--- src/rtl/edf_seq_sched.sv ---
// ---------------------------------------------------------------------------
// edf_seq_sched
//
// Earliest-deadline-first interrupt selector with a sequential scan.
//
// Each source i owns a relative deadline rel_dl[i], written through a simple
// word-addressed config port (address 4*i). When irq_i[i] is seen high the
// source becomes pending and its absolute deadline is latched as
// mtime + rel_dl[i]. Whenever something is pending, the FSM walks all
// sources once, one index per cycle, keeping the pending entry with the
// earliest deadline (wrap-safe signed-difference compare, lower ID wins
// ties). The winner is then presented on a valid/ready handshake and its
// pending bit is cleared on acceptance.
//
// Ports
//   clk_i        clock, all state updates on the rising edge
//   rst_i        asynchronous active-high reset
//   cfg_req_i    config write strobe (one write per asserted cycle)
//   cfg_addr_i   config byte address (4*i selects rel_dl[i])
//   cfg_wdata_i  config write data (low DlWidth bits are used)
//   mtime_i      free-running machine time (low DlWidth bits are used)
//   irq_i        per-source interrupt requests, sampled every cycle
//   irq_id_o     selected source ID, 0 when nothing is presented
//   irq_valid_o  selected ID is being presented
//   irq_ready_i  consumer accepts the presented ID
// ---------------------------------------------------------------------------
module edf_seq_sched #(
  parameter int NrIrqs  = 4,
  parameter int DlWidth = 32,
  localparam int IdWidth = $clog2(NrIrqs)
) (
  input  logic               clk_i,
  input  logic               rst_i,
  input  logic               cfg_req_i,
  input  logic [31:0]        cfg_addr_i,
  input  logic [31:0]        cfg_wdata_i,
  input  logic [63:0]        mtime_i,
  input  logic [NrIrqs-1:0]  irq_i,
  output logic [IdWidth-1:0] irq_id_o,
  output logic               irq_valid_o,
  input  logic               irq_ready_i
);

  typedef enum logic [1:0] {
    IDLE,
    SCAN,
    PRESENT
  } state_t;

  state_t state_reg, state_next;

  // Scan bookkeeping: current index and best candidate found so far.
  logic [IdWidth-1:0] scan_idx_reg, scan_idx_next;
  logic [IdWidth-1:0] best_id_reg, best_id_next;
  logic               best_vld_reg, best_vld_next;
  logic [DlWidth-1:0] best_dl_reg, best_dl_next;

  // Per-source state.
  logic [DlWidth-1:0] rel_dl_reg [NrIrqs];
  logic [DlWidth-1:0] abs_dl_reg [NrIrqs];
  logic [NrIrqs-1:0]  pend_reg;

  // Write data widened to 64 bits so DlWidth up to 64 zero-extends cleanly.
  logic [63:0] wdata_ext;
  assign wdata_ext = {32'd0, cfg_wdata_i};

  generate
    if (DlWidth < 64) begin : g_unused_hi
      logic unused_hi;
      assign unused_hi = ^{wdata_ext[63:DlWidth], mtime_i[63:DlWidth]};
    end
  endgenerate

  // Config decode: word aligned and inside the rel_dl window. The window is
  // a power of two, so "in range" means all bits above the index are zero.
  logic               cfg_ok;
  logic [IdWidth-1:0] cfg_idx;
  assign cfg_ok  = cfg_req_i && (cfg_addr_i[1:0] == 2'b00) &&
                   (cfg_addr_i[31:IdWidth+2] == '0);
  assign cfg_idx = cfg_addr_i[IdWidth+1:2];

  logic handshake;
  assign handshake = (state_reg == PRESENT) && irq_ready_i;

  // Per-source decode and captured deadline.
  logic [NrIrqs-1:0]  cfg_hit;
  logic [NrIrqs-1:0]  clr_hit;
  logic [DlWidth-1:0] cap_dl [NrIrqs];

  genvar gi;
  generate
    for (gi = 0; gi < NrIrqs; gi++) begin : g_src
      assign cfg_hit[gi] = cfg_ok && (cfg_idx == IdWidth'(gi));
      assign clr_hit[gi] = handshake && (best_id_reg == IdWidth'(gi));
      // Uses rel_dl as registered, so a same-cycle write does not leak in.
      assign cap_dl[gi]  = mtime_i[DlWidth-1:0] + rel_dl_reg[gi];
    end
  endgenerate

  always_ff @(posedge clk_i or posedge rst_i) begin
    if (rst_i) begin
      pend_reg <= '0;
      for (int i = 0; i < NrIrqs; i++) begin
        rel_dl_reg[i] <= '0;
        abs_dl_reg[i] <= '0;
      end
    end else begin
      for (int i = 0; i < NrIrqs; i++) begin
        if (cfg_hit[i]) begin
          rel_dl_reg[i] <= wdata_ext[DlWidth-1:0];
        end
        // A new capture beats the handshake clear of the same source.
        if (irq_i[i]) begin
          pend_reg[i]   <= 1'b1;
          abs_dl_reg[i] <= cap_dl[i];
        end else if (clr_hit[i]) begin
          pend_reg[i] <= 1'b0;
        end
      end
    end
  end

  // Live view of the entry under the scan pointer.
  logic [DlWidth-1:0] cur_dl;
  logic [DlWidth-1:0] dl_diff;
  logic               take;
  logic               scan_last;

  assign cur_dl    = abs_dl_reg[scan_idx_reg];
  assign dl_diff   = cur_dl - best_dl_reg;
  // Strictly earlier only: equal deadlines keep the earlier (lower) index.
  assign take      = pend_reg[scan_idx_reg] && (!best_vld_reg || dl_diff[DlWidth-1]);
  assign scan_last = (scan_idx_reg == IdWidth'(NrIrqs - 1));

  always_ff @(posedge clk_i or posedge rst_i) begin
    if (rst_i) begin
      state_reg    <= IDLE;
      scan_idx_reg <= '0;
      best_id_reg  <= '0;
      best_vld_reg <= 1'b0;
      best_dl_reg  <= '0;
    end else begin
      state_reg    <= state_next;
      scan_idx_reg <= scan_idx_next;
      best_id_reg  <= best_id_next;
      best_vld_reg <= best_vld_next;
      best_dl_reg  <= best_dl_next;
    end
  end

  always_comb begin
    state_next    = state_reg;
    scan_idx_next = scan_idx_reg;
    best_id_next  = best_id_reg;
    best_vld_next = best_vld_reg;
    best_dl_next  = best_dl_reg;
    irq_valid_o   = 1'b0;
    irq_id_o      = '0;

    case (state_reg)
      IDLE: begin
        if (|pend_reg) begin
          state_next    = SCAN;
          scan_idx_next = '0;
          best_vld_next = 1'b0;
        end
      end

      SCAN: begin
        if (take) begin
          best_id_next  = scan_idx_reg;
          best_dl_next  = cur_dl;
          best_vld_next = 1'b1;
        end
        if (scan_last) begin
          state_next = (best_vld_reg || take) ? PRESENT : IDLE;
        end else begin
          scan_idx_next = scan_idx_reg + 1'b1;
        end
      end

      PRESENT: begin
        irq_valid_o = 1'b1;
        irq_id_o    = best_id_reg;
        if (irq_ready_i) begin
          state_next = IDLE;
        end
      end

      default: begin
        state_next = IDLE;
      end
    endcase
  end

endmodule

--- config.mk ---
export PLATFORM = sky130hd
export DESIGN_NAME = edf_seq_sched
export DESIGN_NICKNAME = d
export VERILOG_FILES = /design/src/rtl/edf_seq_sched.sv
export SDC_FILE = /design/constraint.sdc
export NUM_CORES = 1
export LEC_CHECK = 0
export CAP_MARGIN = 20
export CORE_ASPECT_RATIO = 0.8
export CORE_MARGIN = 2
export CORE_UTILIZATION = 60
export DETAILED_ROUTE_END_ITERATION = 10
export HOLD_SLACK_MARGIN = 0.08
export PLACE_DENSITY = 0.79
export SETUP_SLACK_MARGIN = 0.4
export SLEW_MARGIN = 20
export SYNTH_ARGS = -nofsm -noshare
export SYNTH_HDL_FRONTEND = slang
export SYNTH_SLANG_ARGS = --single-unit
--- constraint.sdc ---
create_clock -name clk_i -period 24.6 [get_ports clk_i]
set_input_delay 4.92 -clock clk_i [delete_from_list [all_inputs] [get_ports clk_i]]
set_output_delay 4.92 -clock clk_i [all_outputs]
set_load 0.005 [all_outputs]
== After elaboration in Yosys (flattened, before gate mapping) ==
Cells that the tools add are included.

* $lt $le $gt $ge: 2
* $add $sub $neg: 6
* Equal/unequal tests: 14
* Reduce and logical (&&, ||, !) cells: 30
* Muxes and demuxes: 26
* Bitwise operators: 1

{| class="wikitable"
|+ Operators by type and width
! cell !! count
|-
| adder 32 bit || 4
|-
| binary-select mux 32 bit (select 2 bit) || 1
|-
| two-way mux 32 bit || 2
|-
| subtractor 32 bit || 1
|-
| zero test 28 bit || 1
|-
| two-way mux 2 bit || 7
|-
| == test 2 bit (second input constant) || 6
|-
| logical AND 1 bit || 12
|-
| two-way mux 1 bit || 12
|-
| != test 2 bit (second input constant) || 5
|-
| nonzero test 2 bit || 5
|-
| AND reduction 3 bit || 3
|-
| zero test 2 bit || 4
|-
| == test 2 x 1 -> 1 bit (second input constant) || 3
|-
| one-hot mux 2 bit (3 select lines) || 1
|-
| one-hot mux 2 bit (2 select lines) || 1
|-
| OR reduction 4 bit || 1
|-
| greater-or-equal comparator 3 bit (second input constant) || 1
|-
| less-than comparator 2 x 3 -> 1 bit (second input constant) || 1
|-
| NOT 2 -> 3 bit || 1
|-
| adder 2 x 1 -> 2 bit (second input constant) || 1
|-
| binary-select mux 1 bit (select 2 bit) || 1
|-
| logical OR 1 bit || 2
|-
| one-hot mux 1 bit (2 select lines) || 1
|-
| other kinds (2) || 2
|}

* Output and inout bits: 3
* Bits of input ports: 136
* Word-level logic and storage cells: 96
* Register bits: 299

== Depth between registers and ports, before layout ==
Gate-level depths: netlist of run 1.

* Depth after elaboration: 11
* Depth in mapped cells: 15
* Gate-level depth less buffers: 11

== Worst setup path before layout of run 1 ==
OpenSTA, ideal clock, no wires.

* Path kind: in2reg
* From: input port mtime_i[0]
* To: register abs_dl_reg[94] in the netlist's numbering
* Path buffers: 0
* Library setup time: 69 ps
* Data required time: 24531 ps
* Path slack: 17398 ps
* Arrival: 7133 ps
* Stages on the path: 11
* Path through: ha_1 > inv_1 > fa_1 > nor2b_1 > o31a_1 > o41a_1 > a21oi_1 > a211oi_1 > nor3_1 > or4_1 > nand3_1

* Cells in the longest elaborated chain, start to end: 1

{| class="wikitable"
|+ Ends and longest elaborated chain
! what !! line !! text
|-
| start: declaration || 37 || <nowiki>input logic [63:0] mtime_i,</nowiki>
|-
| adder 32 bit || 96 || <nowiki>assign cap_dl[gi] = mtime_i[DlWidth-1:0] + rel_dl_reg[gi];</nowiki>
|-
| end signal: indexed assignment || 115 || <nowiki>abs_dl_reg[i] <= cap_dl[i];</nowiki>
|-
| end: declaration || 60 || <nowiki>logic [DlWidth-1:0] abs_dl_reg [NrIrqs];</nowiki>
|}

No other way between the ends.
A chain may end at the register's enable or synchronous reset.

== Final worst setup path of run 1 ==
* From: input port mtime_i[3]
* To: register abs_dl_reg[31] in the netlist's numbering

The elaborated chain is that of the path after synthesis.

==> run_results.csv, run 1 <==
group,metric,value,unit
outcome,status,"completed",
yosys,synth.ff_latch_count,299,
cts,cts_max_path_buffers,3,
yosys,synthCells,2103,
sta,fmax,0.121,GHz
sta,slew_viol_final,0,
yosys,synth.distinct_cells,82,
power,combPwrFrac,0.478,
sta,final.setup.tns,0,ns
cells_and_area,antennaDiodeCount,0,
cells_and_area,final_common_cell,"dfrtp_1",
cells_and_area,nets,2445,
floorplanning,start_util,0.607,
yosys,yosys_warnings,0,
critical_path,end_kind,"flop",
sta,rsz0062_at_grt,"false",
critical_path,crit_top_cell,"o31ai_1",
power,power.internal,1.23,mW
critical_path,cp.depth,10,
global_routing,grt_max_degree,104,
cts,cts_tree,"built",
routing,dr.pass1.iters,5,
hold_path,min_path_type,"flop to flop",
cells_and_area,postLayoutCoreUtil,0.679,
cts,htreeDepth,2,
yosys,yosys-top-cells-area,"dfrtp_1 (36%), mux2_2 (11%), ha_1 (9.2%), mux4_2 (3.5%), a21oi_1 (3.5%)",
placed_design,gp_congestion,0.937,
critical_path,crit_fanout,4,
yosys,syn_nets,2398,
sta,tightestPinTransition,1.00,ns
power,pwr-share-clk,0.236,
floorplanning,num_rows,61,
critical_path,reg2reg_depth,12,
sta,max-slew-margin-rel,0.326,
floorplanning,core-area,34600,um2
floorplanning,die_height,171,um
routing,drt_wl_total,61.6,mm
cells_and_area,fillCellCount,2635,
cts,cts-root-buf,"clkbuf_16",
critical_path,slowest_delay,0.73,ns
sta,finalCriticalPeriod,8.29,ns
power,power_density,92.6,nW/um2
critical_path,crit_family,"compound AO/OA/AOI/OAI gates",
global_routing,gr-total-overflow,0,
yosys,synth.largest_area_cell,"dfrtp_1",
power,peakVddDrop,0.000130,V
floorplanning,fp.dieW,213,um
floorplanning,die_area,36500,um2
power,p_sw,0.943,mW
routing,drc,0,
placed_design,hpwl,43.0,mm
critical_path,crit_type,"primary input to flop",
routing,final_antenna_net_count,0,
placed_design,port_buffers,106,
floorplanning,io_pins,139,
critical_path,cp_data_required_time,25.00,ns
global_routing,antenna_found_initial,0,
cells_and_area,mostFrequentLayoutCells,"dfrtp_1 (297), mux2_2 (198), ha_1 (155)",
global_routing,grt_pass1_wl,96.9,mm
sta,hold_violations,0,
routing,vias,18005,
cts,ctsResizeCount,0,
cts,cts.reportedPaths.clkPinSlew,0.06,ns
cts,numClockSinks,299,
critical_path,path_buf_inv,1,
yosys,synth_top_area_frac,0.357,
cells_and_area,drive_gt1_frac,0.167,
routing,via_per_inst,6.82,
yosys,yosys_most_used_dff,"dfrtp_1",
cts,clk_latency,0.53,ns
run,max-cap-violations,0,
yosys,seq_area_frac_synth,0.357,
sta,finalClockSkew,0.0164,ns
power,p_leak,10.4,nW
yosys,synth_edf_count,0,
critical_path,cpMaxStageDelayCell,"o31ai_1",
sta,setup_viol,0,
sta,period_share,0.337,
hold_path,worst_hold_path.num_cells,2,
critical_path,cp_data_arrival_time,8.69,ns
power,seqPwrFrac,0.287,
critical_path,crit_chain,"clkdlybuf4s50_1 > ha_1 > o21ai_0 > o21bai_1 > o21ai_1 > o31ai_1 > a21oi_1 > o31ai_1 > mux2i_1 > nand3_1",
critical_path,cp-start-kind,"primary input",
routing,drt-wirelength-per-cell,23.3,um
yosys,async_reset_ff_frac,1.00,
cts,cts_hold_buf,0,
global_routing,grt_pass1_vias,17388,
cells_and_area,syn_to_final_growth,11.9,%
yosys,synthesis.area,21000,um2
power,swShare,0.434,
yosys,syn_avg_cell_area,9.98,um2
cts,cts_setup_buffers,0,
cts,cts_buffers,35,
routing,drt_iter0_drc,1867,
global_routing,grt_use_total,0.341,
through the flow:
stage	area (um2)	setup WS, ns	power, mW	hold WS, ns	std cells
final	23500	16.31	2.17	0.485	2641
after global routing	23500	16.16	2.30	0.494	2641
after CTS	23500	16.42	2.15	0.488	2640
after detailed placement	22400	15.92	1.64	0.474	2584
after global placement	22400	15.96	1.58	0.461	2584
after floorplan	21000	11.42	1.43	0.446	2103
metal layers:
layer	GRT usage	up-vias	share of wire
met5	0	-	0
met4	0.0943	0	0.027
met3	0.0812	133	0.10
met2	0.507	890	0.43
met1	0.498	8899	0.44
li1	-	8083	-
power by group through the flow:
| stage | logic (mW) | registers [mW] | clock network (mW) |
|---|---|---|---|
| after detailed placement | 0.990 | 0.646 | 0 |
| after floorplan | 0.830 | 0.599 | 0 |
| after global routing | 1.13 | 0.630 | 0.536 |
| final | 1.04 | 0.623 | 0.512 |
| after CTS | 0.997 | 0.638 | 0.514 |
| after global placement | 0.941 | 0.640 | 0 |
kinds of logic after synthesis:
family | Yosys count | share of synthesized area
AOI/OAI and AO/OA | 537 | 0.185
xor gates and xnor gates | 85 | 0.0355
adders and majority gates | 159 | 0.0962
buffers and inverters | 203 | 0.0392
DFF | 299 | 0.357
muxes | 235 | 0.144
and+or+nand+nor | 585 | 0.144
cells in the mapped netlist (14+ instances only):
cell,n
a211oi_1,21
a21o_1,54
a21oi_1,146
a31oi_1,18
a41oi_1,39
a41oi_2,29
buf_2,18
clkbuf_1,83
dfrtp_1,299
ha_1,155
inv_1,84
mux2_2,198
mux4_2,33
nand2_1,101
nand3_1,135
nand4_1,26
nor2_1,82
nor3_1,105
nor3b_1,32
nor4_1,14
o211ai_1,14
o21a_1,23
o21ai_0,62
o21ai_1,21
o31ai_1,20
xnor2_1,51
xor2_1,34
worst paths after layout:
| check | startpoint | endpoint | slack [ns] |
|---|---|---|---|
| max | mtime_i[3] | abs_dl_reg[31]$_DFFE_PP0P_ | 16.31 |
| min | abs_dl_reg[94]$_DFFE_PP0P_ | abs_dl_reg[94]$_DFFE_PP0P_ | 0.48 |
| max reg2reg | scan_idx_reg[0]$_DFFE_PP0P_ | best_dl_reg[22]$_DFFE_PP0P_ | 19.32 |
| min reg2reg | abs_dl_reg[94]$_DFFE_PP0P_ | abs_dl_reg[94]$_DFFE_PP0P_ | 0.48 |
| max in group asynchronous | rst_i | rel_dl_reg[43]$_DFFE_PP0P_ | 17.55 |
| min in group asynchronous | rst_i | scan_idx_reg[0]$_DFFE_PP0P_ | 4.91 |
tightest hold or removal path: stages (launching register included):
cell	delay (ns)
dfrtp_1	0.35
nand2_1	0.05
nand3_1	0.05
cell type report:
cell class,instances,area [um2],area share
Clock inverter,8,83.8,0.00357
Sequential cell,299,7490,0.319
Tap cell,472,591,0.0251
Inverter,84,323,0.0137
Clock buffer,48,1010,0.0429
Timing Repair Buffer,129,1250,0.0532
Multi-Input combinational cell,1601,12700,0.543
Note: power is estimated with default switching activity, not from simulation.
==> run 2, diff against run 1 <==
--- a/config.mk
+++ b/config.mk
@@ -8,10 +8,10 @@
 export CAP_MARGIN = 20
 export CORE_ASPECT_RATIO = 0.8
 export CORE_MARGIN = 2
-export CORE_UTILIZATION = 60
+export CORE_UTILIZATION = 55
 export DETAILED_ROUTE_END_ITERATION = 10
 export HOLD_SLACK_MARGIN = 0.08
-export PLACE_DENSITY = 0.79
+export PLACE_DENSITY = 0.76
 export SETUP_SLACK_MARGIN = 0.4
 export SLEW_MARGIN = 20
 export SYNTH_ARGS = -nofsm -noshare
==> constraint.sdc (replaced) <==
create_clock -name clk_i -period 7 [get_ports clk_i]
set_input_delay 1.4 -clock clk_i [delete_from_list [all_inputs] [get_ports clk_i]]
set_output_delay 1.4 -clock clk_i [all_outputs]
set_load 0.005 [all_outputs]
==> run 2 against run 1 <==
  * Clock-buffer cell count increased by 3
  * Register-to-register slack lost 17 ns
  * Cell count increased by 0.68%
  * Clock skew increased by 0.0076 ns
  * Critical path type unchanged
==> run_results.csv, run 2 (synthesized netlist as in run 1, its figures left out) <==
group,metric,value,unit
routing,dr.pass1.iters,7,
cts,cts.reportedPaths.clkPinSlew,0.06,ns
routing,drc,0,
critical_path,slowest_delay,0.71,ns
hold_path,min_from,"abs_dl_reg[100]$_DFFE_PP0P_",
sta,period_share,0.702,
critical_path,cpMaxStageDelayCell,"o31ai_1",
floorplanning,die_height,179,um
sta,setup_viol,0,
sta,fmax,0.204,GHz
critical_path,cp_data_arrival_time,5.32,ns
global_routing,use_met3,0.0570,
floorplanning,fp.dieW,222,um
sta,final.setup.tns,0,ns
run,max-cap-violations,0,
power,peakVddDrop,0.000444,V
critical_path,crit_top_cell,"o31ai_1",
cells_and_area,antennaDiodeCount,0,
hold_path,worst_hold_path.num_cells,1,
outcome,status,"completed",
cts,cts_max_path_buffers,3,
routing,via_per_inst,6.76,
routing,drt_iter0_drc,2111,
cells_and_area,fillCellCount,3003,
global_routing,grt_pass1_wl,96.4,mm
sta,hold_violations,0,
critical_path,crit_fanout,4,
cells_and_area,final_common_cell,"dfrtp_1",
sta,slew_viol_final,0,
cells_and_area,postLayoutCoreUtil,0.630,
cells_and_area,mostFrequentLayoutCells,"dfrtp_1 (297), mux2_2 (198), ha_1 (155)",
critical_path,crit_chain,"clkdlybuf4s50_1 > ha_1 > o21ai_0 > o21bai_1 > o21ai_1 > o31ai_1 > a21oi_1 > o31ai_1 > mux2i_1 > nand3_1",
global_routing,grt_use_total,0.308,
power,p_leak,10.5,nW
global_routing,antenna_found_initial,0,
global_routing,gr-total-overflow,0,
cts,ctsResizeCount,0,
routing,final_antenna_net_count,0,
critical_path,r2r-start,"scan_idx_reg[0]$_DFFE_PP0P_",
floorplanning,start_util,0.562,
cells_and_area,drive_gt1_frac,0.169,
placed_design,gp_congestion,0.968,
floorplanning,die_area,39700,um2
sta,finalCriticalPeriod,4.91,ns
cells_and_area,nets,2446,
placed_design,dp_slack,1.75,ns
floorplanning,core-area,37400,um2
cts,clk_latency,0.54,ns
cts,htreeDepth,2,
routing,drt-wirelength-per-cell,23.1,um
sta,finalClockSkew,0.0240,ns
critical_path,reg2reg_depth,12,
critical_path,crit_family,"compound AO/OA/AOI/OAI gates",
sta,rsz0062_at_grt,"false",
sta,tightestPinTransition,1.17,ns
hold_path,min_path_type,"flop to flop",
global_routing,grt_max_degree,156,
cts,cts-root-buf,"clkbuf_16",
critical_path,path_buf_inv,1,
cts,cts_buffers,34,
global_routing,grt_use_met2,0.473,
global_routing,grt_pass1_vias,17188,
critical_path,cp_data_required_time,7.40,ns
sta,max-slew-margin-rel,0.203,
routing,drt_wl_total,61.4,mm
cts,numClockSinks,299,
power,power_density,324,nW/um2
sta,fin_ws,2.09,ns
hold_path,hold_end,"abs_dl_reg[100]$_DFFE_PP0P_",
placed_design,hpwl,43.2,mm
global_routing,met1_usage,0.451,
critical_path,crit_type,"primary input to flop",
floorplanning,num_rows,63,
cells_and_area,syn_to_final_growth,12.1,%
global_routing,grt-busiest-layer,"met2",
critical_path,reg2reg_slack,2.30,ns
routing,vias,17985,
critical_path,r2r-end,"best_dl_reg[21]$_DFFE_PP0P_",
critical_path,end_kind,"flop",
cts,cts_tree,"built",
cts,cts_hold_buf,0,
critical_path,cp-start-kind,"primary input",
cts,cts_setup_buffers,0,
floorplanning,io_pins,139,
placed_design,port_buffers,106,
==> run 2: cell types whose count changed in the layout (fill, tap and decap cells not counted), moves of 2 or more <==
cell,previous run,this run
clkbuf_8,4,9
buf_12,0,2
buf_2,1,3
clkdlybuf4s50_1,105,103
clkinvlp_4,3,1
clkinv_4,3,0
clkinv_2,1,4
clkbuf_16,37,35
==> run 2: how the worst max path moves through the flow <==
stage,depth (start not counted),end,startpoint
2_1_floorplan,1,abs_dl_reg[0]$_DFFE_PP0P_,rst_i
3_3_place_gp,10,abs_dl_reg[31]$_DFFE_PP0P_,mtime_i[3]
3_5_place_dp,10,abs_dl_reg[31]$_DFFE_PP0P_,mtime_i[2]
4_1_cts,10,abs_dl_reg[31]$_DFFE_PP0P_,mtime_i[2]
5_1_grt,10,abs_dl_reg[31]$_DFFE_PP0P_,mtime_i[3]
6_report,10,abs_dl_reg[31]$_DFFE_PP0P_,mtime_i[3]
==> run 2: per-layer routing <==
layer | share of wire | routed length [um]
met2 | 0.44 | 26900
met4 | 0.023 | 1410
met1 | 0.45 | 27600
met3 | 0.088 | 5430
met5 | 0 | 0
==> run 2: worst reg2reg max path, cell delays in order (launching register included) <==
cell	delay, ns
dfrtp_2	0.66
buf_4	0.47
mux4_2	0.68
ha_1	0.34
and4_1	0.21
and4_1	0.24
a221oi_1	0.27
o211ai_1	0.26
nor4_4	0.28
buf_4	0.64
nor3_1	0.18
a41oi_1	0.24
nand3_1	0.11
==> run 2: power breakdown <==
group | switching, mW | internal, mW | leakage [nW]
logic | 2.31 | 1.35 | 6.14
clock network | 0.726 | 1.05 | 0.539
registers | 0.237 | 1.95 | 3.77
==> run 2: cell type report <==
type / instances / area (um2) / area share
multi-input cells: 1601 / 12700 / 0.542
flip-flops and latches: 299 / 7490 / 0.318
repair buffers: 131 / 1280 / 0.0544
clock buffers: 51 / 1030 / 0.0436
well taps: 487 / 609 / 0.0259
inverters: 84 / 319 / 0.0136
clock inverters: 6 / 58.8 / 0.00250
==> run 2: stage by stage <==
step	power [mW]	cells	area (um2)	hold WS, ns
floorplan	5.02	2103	21000	0.446
global placement	5.60	2600	22400	0.461
detailed placement	5.78	2600	22400	0.471
CTS	7.56	2657	23500	0.487
global route	8.06	2659	23500	0.505
finish	7.62	2659	23500	0.485
